<file path="src/rtl/apu_aout_sequencer_pkg.sv">
// Shared types and constants for the audio output sequencer: FSM state
// encoding, unity gain and the stereo sample field layout.
package apu_aout_sequencer_pkg;

    typedef enum logic [1:0] {
        ST_IDLE      = 2'd0,
        ST_RAMP_UP   = 2'd1,
        ST_RUN       = 2'd2,
        ST_RAMP_DOWN = 2'd3
    } state_e;

    // Unity gain: gain is a 9-bit unsigned value, 256 means passthrough.
    localparam logic [8:0] GAIN_ONE = 9'd256;

    // Stereo sample packing: {L[15:0], R[15:0]}.
    function automatic logic [15:0] sample_l(input logic [31:0] s);
        return s[31:16];
    endfunction

    function automatic logic [15:0] sample_r(input logic [31:0] s);
        return s[15:0];
    endfunction

endpackage

</file>
<file path="src/rtl/apu_aout_sequencer_if.sv">
// Bundles the FIFO read side and the PWM output-stage side of the sequencer.
// master = sequencer, slave = the FIFO plus output stage around it.
interface apu_aout_sequencer_if;

    logic [31:0] fifo_rdata;
    logic        fifo_rempty;
    logic        fifo_ren;
    logic        aout_en;
    logic [7:0]  aout_repeat_interval;
    logic [31:0] aout_sample;
    logic        aout_sample_rdy;

    modport master (
        input  fifo_rdata, fifo_rempty, aout_sample_rdy,
        output fifo_ren, aout_en, aout_repeat_interval, aout_sample
    );

    modport slave (
        output fifo_rdata, fifo_rempty, aout_sample_rdy,
        input  fifo_ren, aout_en, aout_repeat_interval, aout_sample
    );

endinterface

</file>
<file path="src/rtl/apu_aout_sequencer_gain.sv">
// Registered single-channel scaler: signed 16-bit sample times unsigned
// 9-bit gain, divided by 256 with an arithmetic shift (rounds toward -inf).
module apu_aout_sequencer_gain (
    input  logic        clk,
    input  logic        rst_n,
    input  logic [15:0] sample_i,
    input  logic [8:0]  gain_i,
    output logic [15:0] scaled_o
);

    // |sample * gain| <= 2^23, so the exact product fits a 24-bit signed value.
    logic signed [23:0] product;
    logic [15:0]        scaled_d;
    logic [15:0]        scaled_q;

    assign product  = $signed(sample_i) * $signed({1'b0, gain_i});
    assign scaled_d = 16'(product >>> 8);

    // Output register for the scaled sample.
    always_ff @(posedge clk or negedge rst_n) begin
        if (!rst_n) begin
            scaled_q <= '0;
        end else begin
            // NOTE: sequential state uses <= so every register samples pre-edge values.
            scaled_q <= scaled_d;
        end
    end

    assign scaled_o = scaled_q;

endmodule

</file>
<file path="src/rtl/apu_aout_sequencer.sv">
// Audio output sequencer: start/stop ramps the gain linearly to avoid pops,
// prefetches one sample from the FIFO per output-stage consume, repeats the
// last sample on underrun and keeps a saturating underrun count.
module apu_aout_sequencer
    import apu_aout_sequencer_pkg::*;
#(
    parameter int GAIN_STEP = 1,   // power of two, 1..256
    parameter int UNDER_W   = 8
) (
    input  logic                 clk,
    input  logic                 rst_n,
    input  logic                 cfg_en,
    input  logic [7:0]           cfg_repeat_interval,
    input  logic                 underrun_clr,
    apu_aout_sequencer_if.master aout_if,
    output logic                 status_running,
    output logic                 status_ramping,
    output logic [UNDER_W-1:0]   status_underruns
);

    localparam logic [8:0] STEP = 9'(GAIN_STEP);

    state_e             state_q, state_d;
    logic [8:0]         gain_q, gain_d;
    logic [31:0]        cur_q, cur_d;
    logic [UNDER_W-1:0] under_q, under_d;
    logic               aout_en_q;
    logic [7:0]         rep_q;

    logic consume;
    logic pop;
    logic underrun;

    // The output stage only consumes while the sequencer is active.
    assign consume  = aout_if.aout_sample_rdy && (state_q != ST_IDLE);
    assign pop      = consume && !aout_if.fifo_rempty;
    assign underrun = consume && aout_if.fifo_rempty;

    assign aout_if.fifo_ren = pop;

    // Next-state, gain ramp and prefetch register update.
    always_comb begin
        // NOTE: every always_comb output gets a default first, so no path can infer a latch.
        state_d = state_q;
        gain_d  = gain_q;
        cur_d   = pop ? aout_if.fifo_rdata : cur_q;

        case (state_q)
            ST_IDLE: begin
                gain_d = '0;
                cur_d  = '0;
                if (cfg_en) state_d = ST_RAMP_UP;
            end
            ST_RAMP_UP: begin
                // Direction reversal keeps the current gain; ramping resumes on the next consume.
                if (!cfg_en) begin
                    state_d = ST_RAMP_DOWN;
                end else if (gain_q == GAIN_ONE) begin
                    state_d = ST_RUN;
                end else if (consume) begin
                    if (gain_q >= GAIN_ONE - STEP) begin
                        gain_d  = GAIN_ONE;
                        state_d = ST_RUN;
                    end else begin
                        gain_d = gain_q + STEP;
                    end
                end
            end
            ST_RUN: begin
                if (!cfg_en) state_d = ST_RAMP_DOWN;
            end
            ST_RAMP_DOWN: begin
                if (cfg_en) begin
                    state_d = ST_RAMP_UP;
                end else if (gain_q == '0) begin
                    state_d = ST_IDLE;
                    cur_d   = '0;
                end else if (consume) begin
                    if (gain_q <= STEP) begin
                        gain_d  = '0;
                        state_d = ST_IDLE;
                        cur_d   = '0;
                    end else begin
                        gain_d = gain_q - STEP;
                    end
                end
            end
            default: state_d = ST_IDLE;
        endcase
    end

    // Saturating underrun counter; a clear coinciding with an underrun leaves one count.
    always_comb begin
        under_d = under_q;
        if (underrun_clr) begin
            under_d = underrun ? UNDER_W'(1) : '0;
        end else if (underrun && (under_q != '1)) begin
            under_d = under_q + 1'b1;
        end
    end

    // State, gain, prefetch and status registers.
    always_ff @(posedge clk or negedge rst_n) begin
        if (!rst_n) begin
            state_q   <= ST_IDLE;
            gain_q    <= '0;
            cur_q     <= '0;
            under_q   <= '0;
            aout_en_q <= 1'b0;
            rep_q     <= '0;
        end else begin
            state_q   <= state_d;
            gain_q    <= gain_d;
            cur_q     <= cur_d;
            under_q   <= under_d;
            aout_en_q <= (state_d != ST_IDLE);
            // Repeat interval tracks the config only while idle, frozen while playing.
            if (state_q == ST_IDLE) rep_q <= cfg_repeat_interval;
        end
    end

    logic [15:0] out_l, out_r;

    apu_aout_sequencer_gain u_gain_l (
        .clk      (clk),
        .rst_n    (rst_n),
        .sample_i (sample_l(cur_q)),
        .gain_i   (gain_q),
        .scaled_o (out_l)
    );

    apu_aout_sequencer_gain u_gain_r (
        .clk      (clk),
        .rst_n    (rst_n),
        .sample_i (sample_r(cur_q)),
        .gain_i   (gain_q),
        .scaled_o (out_r)
    );

    assign aout_if.aout_sample          = {out_l, out_r};
    assign aout_if.aout_en              = aout_en_q;
    assign aout_if.aout_repeat_interval = rep_q;

    assign status_running   = (state_q != ST_IDLE);
    assign status_ramping   = (state_q == ST_RAMP_UP) || (state_q == ST_RAMP_DOWN);
    assign status_underruns = under_q;

endmodule

</file>
<file path="src/flat_wrapper.sv">
// flat-port wrapper written by rule: the top's interface ports become plain ports
module apu_aout_sequencer_flat import apu_aout_sequencer_pkg::*;
#(
    parameter int GAIN_STEP = 1,                          
    parameter int UNDER_W   = 8
)
  (clk, rst_n, cfg_en, cfg_repeat_interval, underrun_clr, status_running, status_ramping, status_underruns, aout_if_fifo_rdata, aout_if_fifo_rempty, aout_if_aout_sample_rdy, aout_if_fifo_ren, aout_if_aout_en, aout_if_aout_repeat_interval, aout_if_aout_sample);
  apu_aout_sequencer_if aout_if_i ();
  input  logic clk;
  input  logic rst_n;
  input  logic cfg_en;
  input  logic [7:0] cfg_repeat_interval;
  input  logic underrun_clr;
  output logic status_running;
  output logic status_ramping;
  output logic [UNDER_W-1:0] status_underruns;
  input wire logic [$bits(aout_if_i.fifo_rdata)-1:0] aout_if_fifo_rdata;
  input wire logic [$bits(aout_if_i.fifo_rempty)-1:0] aout_if_fifo_rempty;
  input wire logic [$bits(aout_if_i.aout_sample_rdy)-1:0] aout_if_aout_sample_rdy;
  output wire logic [$bits(aout_if_i.fifo_ren)-1:0] aout_if_fifo_ren;
  output wire logic [$bits(aout_if_i.aout_en)-1:0] aout_if_aout_en;
  output wire logic [$bits(aout_if_i.aout_repeat_interval)-1:0] aout_if_aout_repeat_interval;
  output wire logic [$bits(aout_if_i.aout_sample)-1:0] aout_if_aout_sample;
  assign aout_if_i.fifo_rdata = aout_if_fifo_rdata;
  assign aout_if_i.fifo_rempty = aout_if_fifo_rempty;
  assign aout_if_i.aout_sample_rdy = aout_if_aout_sample_rdy;
  assign aout_if_fifo_ren = aout_if_i.fifo_ren;
  assign aout_if_aout_en = aout_if_i.aout_en;
  assign aout_if_aout_repeat_interval = aout_if_i.aout_repeat_interval;
  assign aout_if_aout_sample = aout_if_i.aout_sample;
  apu_aout_sequencer #(.GAIN_STEP(GAIN_STEP), .UNDER_W(UNDER_W)) u_core (.clk(clk), .rst_n(rst_n), .cfg_en(cfg_en), .cfg_repeat_interval(cfg_repeat_interval), .underrun_clr(underrun_clr), .aout_if(aout_if_i), .status_running(status_running), .status_ramping(status_ramping), .status_underruns(status_underruns));
endmodule
</file>
<file path="config.mk">
export PLATFORM = sky130hd
export DESIGN_NAME = apu_aout_sequencer_flat
export DESIGN_NICKNAME = d
export VERILOG_FILES = /design/src/rtl/apu_aout_sequencer_pkg.sv /design/src/rtl/apu_aout_sequencer_if.sv /design/src/rtl/apu_aout_sequencer_gain.sv /design/src/rtl/apu_aout_sequencer.sv /design/src/flat_wrapper.sv
export SDC_FILE = /design/constraint.sdc
export NUM_CORES = 1
export LEC_CHECK = 0
export ABC_AREA = 1
export CAP_MARGIN = 20
export CORE_AREA = 2 2 195 197
export DETAILED_ROUTE_END_ITERATION = 6
export DIE_AREA = 0 0 197 199
export PLACE_DENSITY = 0.71
export REMOVE_ABC_BUFFERS = 1
export SYNTH_ARGS = -nofsm -noshare
export SYNTH_HDL_FRONTEND = slang
export SYNTH_SLANG_ARGS = --single-unit
</file>
<file path="constraint.sdc">
create_clock -name clk -period 5.2 [get_ports clk]
set_clock_uncertainty 0.1 [all_clocks]
set_input_delay 0.52 -clock clk [delete_from_list [all_inputs] [get_ports clk]]
set_output_delay 0.52 -clock clk [all_outputs]
set_load 0.02 [all_outputs]
</file>
==> impl_metrics.env <==
export IMPL_crit_type="flop to flop"
export IMPL_remaining_drc_errors=0
export IMPL_drt_vias_per_instance=4.84
export IMPL_io_buffers=97
export IMPL_cts_buffers=9
export IMPL_p_sw_frac=0.516
export IMPL_via_count=12127
export IMPL_clock_sinks=92
export IMPL_rsz0062_at_grt="true"
export IMPL_cts_tree="done"
export IMPL_p_int_mw=2.49
export IMPL_power_density_mw_per_mm2=307
export IMPL_yosys_register_bits=92
export IMPL_rows=71
export IMPL_area_growth_synth_to_final_pct=14.1
export IMPL_place_congestion=0.911
export IMPL_stdcell_count=2503
export IMPL_syn_area_per_cell_um2=7.53
export IMPL_slew_headroom=0.289
export IMPL_drive_above_1_share=0.0606
export IMPL_path_common_cell="fa_1"
export IMPL_ant_nets=0
export IMPL_wl_um=34500
export IMPL_n_fill_cell=3640
export IMPL_clkTransAtPathRegs_ps=90
export IMPL_finalHoldViolCount=0
export IMPL_cts_root_buf="clkbuf_16"
export IMPL_start_kind="flop"
export IMPL_max_freq_mhz=199
export IMPL_power_frac_seq=0.263
export IMPL_antenna_cells=0
export IMPL_grt_usage=0.188
export IMPL_min_period_ps=5020
export IMPL_drtPass1Iterations=5
export IMPL_layout_common_cells="585 x nand2_1, 499 x inv_1, 226 x fa_1"
export IMPL_tightestPinTransition_ps=1060
export IMPL_maxCapViolCount=0
export IMPL_die_area_mm2=0.0392
export IMPL_ios=98
export IMPL_die_width_um=197
export IMPL_p_comb_frac=0.593
export IMPL_coreArea_mm2=0.0371
export IMPL_period_share=0.966
export IMPL_cts_hold_buffers=0
export IMPL_ff2ff_path_depth=17
export IMPL_h_tree_depth=3
export IMPL_critPathMaxStageDelay_ps=570
export IMPL_crit_path_end_kind="flop"
export IMPL_grt_ovfl_total=0
export IMPL_grt_max_degree=59
export IMPL_syn_inst=1952
export IMPL_grt_pass1_vias=12782
export IMPL_syn_cell_area_mm2=0.0147
export IMPL_switching_power_mw=2.65
export IMPL_required_ps=5360
export IMPL_fin_util=0.451
export IMPL_yosysSeqAreaShare=0.157
export IMPL_hold_worst_slack_ps=125
export IMPL_avgRoutedWirePerCell_um=13.8
export IMPL_cp_max_fo=15
export IMPL_crit_path_top_delay_cell="fa_1"
export IMPL_synth_cell_types=37
export IMPL_pwr_share_clk=0.143
export IMPL_die_h_um=199
export IMPL_antenna_found_initial=0
export IMPL_status="finished clean"
export IMPL_clk_path_buf_depth=2
export IMPL_worst_ep_arrival_time_ps=5180
export IMPL_clk_latency_ps=380
export IMPL_slew_violations=0
export IMPL_dp_cells=2482
export IMPL_peakVddDrop_uv=304
export IMPL_setup_viol=0
export IMPL_leakage_nw=9.81
export IMPL_fin_tns_setup_ps=0
export IMPL_grt_first_pass_wirelength_um=59700
export IMPL_worstPathCellList="buf_6 > nand2_1 > inv_1 > fa_1 > fa_1 > fa_1 > fa_1 > inv_1 > fa_1 > inv_1 > ha_1 > nand2_1 > nor2_1 > nor3b_1 > nand4_1 > nand4_1 > nand2_1"
export IMPL_dp_hpwl_um=27900
export IMPL_yosys_warnings=0
export IMPL_drt_iter0_markers=823
export IMPL_mostFrequentLayoutCell="nand2_1"
export IMPL_initial_core_util=0.396
export IMPL_final_nets=2408
export IMPL_hold_class="input pin to asynchronous set/reset pin"
==> cells in the mapped netlist (all sizes together) <==
cell | instances | area share
xor2 | 24 | 0.014
o21bai | 9 | 0.0046
nand4 | 10 | 0.0043
dfrtp | 92 | 0.16
nor3b | 2 | 0.0010
a21boi | 3 | 0.0015
ha | 110 | 0.094
nor3 | 18 | 0.0061
or2 | 2 | 0.00085
buf | 45 | 0.017
a21oi | 84 | 0.032
o22ai | 3 | 0.0013
xnor2 | 13 | 0.0077
nand2 | 591 | 0.15
o21a | 2 | 0.0010
a211oi | 3 | 0.0015
inv | 502 | 0.13
a21o | 5 | 0.0026
nand3b | 2 | 0.0010
nand3 | 50 | 0.017
nor2 | 72 | 0.020
o21ai | 42 | 0.014
fa | 228 | 0.31
clkbuf | 34 | 0.0087
o211ai | 3 | 0.0015
nor4 | 3 | 0.0013
==> routing by layer <==
| layer | part of all wire | vias to the layer above | global-route usage |
|---|---|---|---|
| met5 | 0 | - | 0 |
| met4 | 0.014 | 0 | 0.0459 |
| met3 | 0.056 | 35 | 0.0336 |
| met2 | 0.49 | 302 | 0.322 |
| met1 | 0.44 | 5964 | 0.246 |
| li1 | - | 5826 | - |
==> metrics by stage <==
step	cell area, um^2	worst slack [ps]	total power [mW]
floorplan	14300	-57.9	3.16
global placement	16200	41.2	4.22
detailed placement	16200	-5.58	4.30
CTS	16600	8.66	5.07
global route	16800	-40.9	5.63
finish	16800	176	5.14
==> flip-flops by register name, indices dropped and copies added, names as in the netlist <==
register / count
u_core.status_underruns: 8
u_core.cur_q: 32
u_core.u_gain_l.scaled_o: 16
u_core.aout_if.aout_repeat_interval: 8
u_core.state_q: 2
u_core.gain_q: 9
u_core.aout_if.aout_en: 1
u_core.u_gain_r.scaled_o: 16
==> worst paths after layout <==
check | slack [ps] | endpoint | startpoint
max | 180 | u_core.u_gain_l.scaled_o[13] | u_core.gain_q[3]
min | 120 | u_core.status_underruns[4] | rst_n
max reg2reg | 180 | u_core.u_gain_l.scaled_o[13] | u_core.gain_q[3]
min reg2reg | 390 | u_core.aout_if.aout_repeat_interval[2] | u_core.aout_if.aout_repeat_interval[2]
max in group asynchronous | 3890 | u_core.u_gain_r.scaled_o[12] | rst_n
min in group clk | 390 | u_core.aout_if.aout_repeat_interval[2] | u_core.aout_if.aout_repeat_interval[2]
==> repair_timing <==
action / 4_1_cts / 5_1_grt
setup buffers: 0 / 3
pin swaps: 0 / 4
cloned: 0 / 1
endpoints found under the setup margin: 1 / 21
gates resized for setup: 1 / 51
==> final cells by class <==
class	count	area, um^2	area share
clock buffer	9	225	0.0134
tap	474	593	0.0354
sequential	92	2330	0.139
multi-input combinational	1279	10200	0.609
inverter	502	1880	0.112
timing repair buffer	140	1430	0.0853
clock inverter	7	97.6	0.00582
==> critical path, delay by kind of cell (launching register included) <==
family	cells	cell delay, ps
adders and majority gates	6	2900
and+or+nand+nor	7	1120
DFF	1	460
buffers and inverters	4	320
==> power by group through the flow <==
stage	logic, mW	clock network, mW	registers [mW]
floorplan	1.77	0	1.38
global placement	2.89	0	1.33
detailed placement	2.96	0	1.33
CTS	2.98	0.759	1.33
global route	3.45	0.785	1.39
finish	3.05	0.736	1.35
==> cell families after synthesis <==
logic type,Yosys count,synth area share
AOI/OAI and AO/OA,154,0.0603
adders and majority gates,338,0.404
and+or+nand+nor,750,0.203
buffers and inverters,581,0.154
DFF,92,0.157
xor gates and xnor gates,37,0.0221
(Power assumes the default switching activity.)
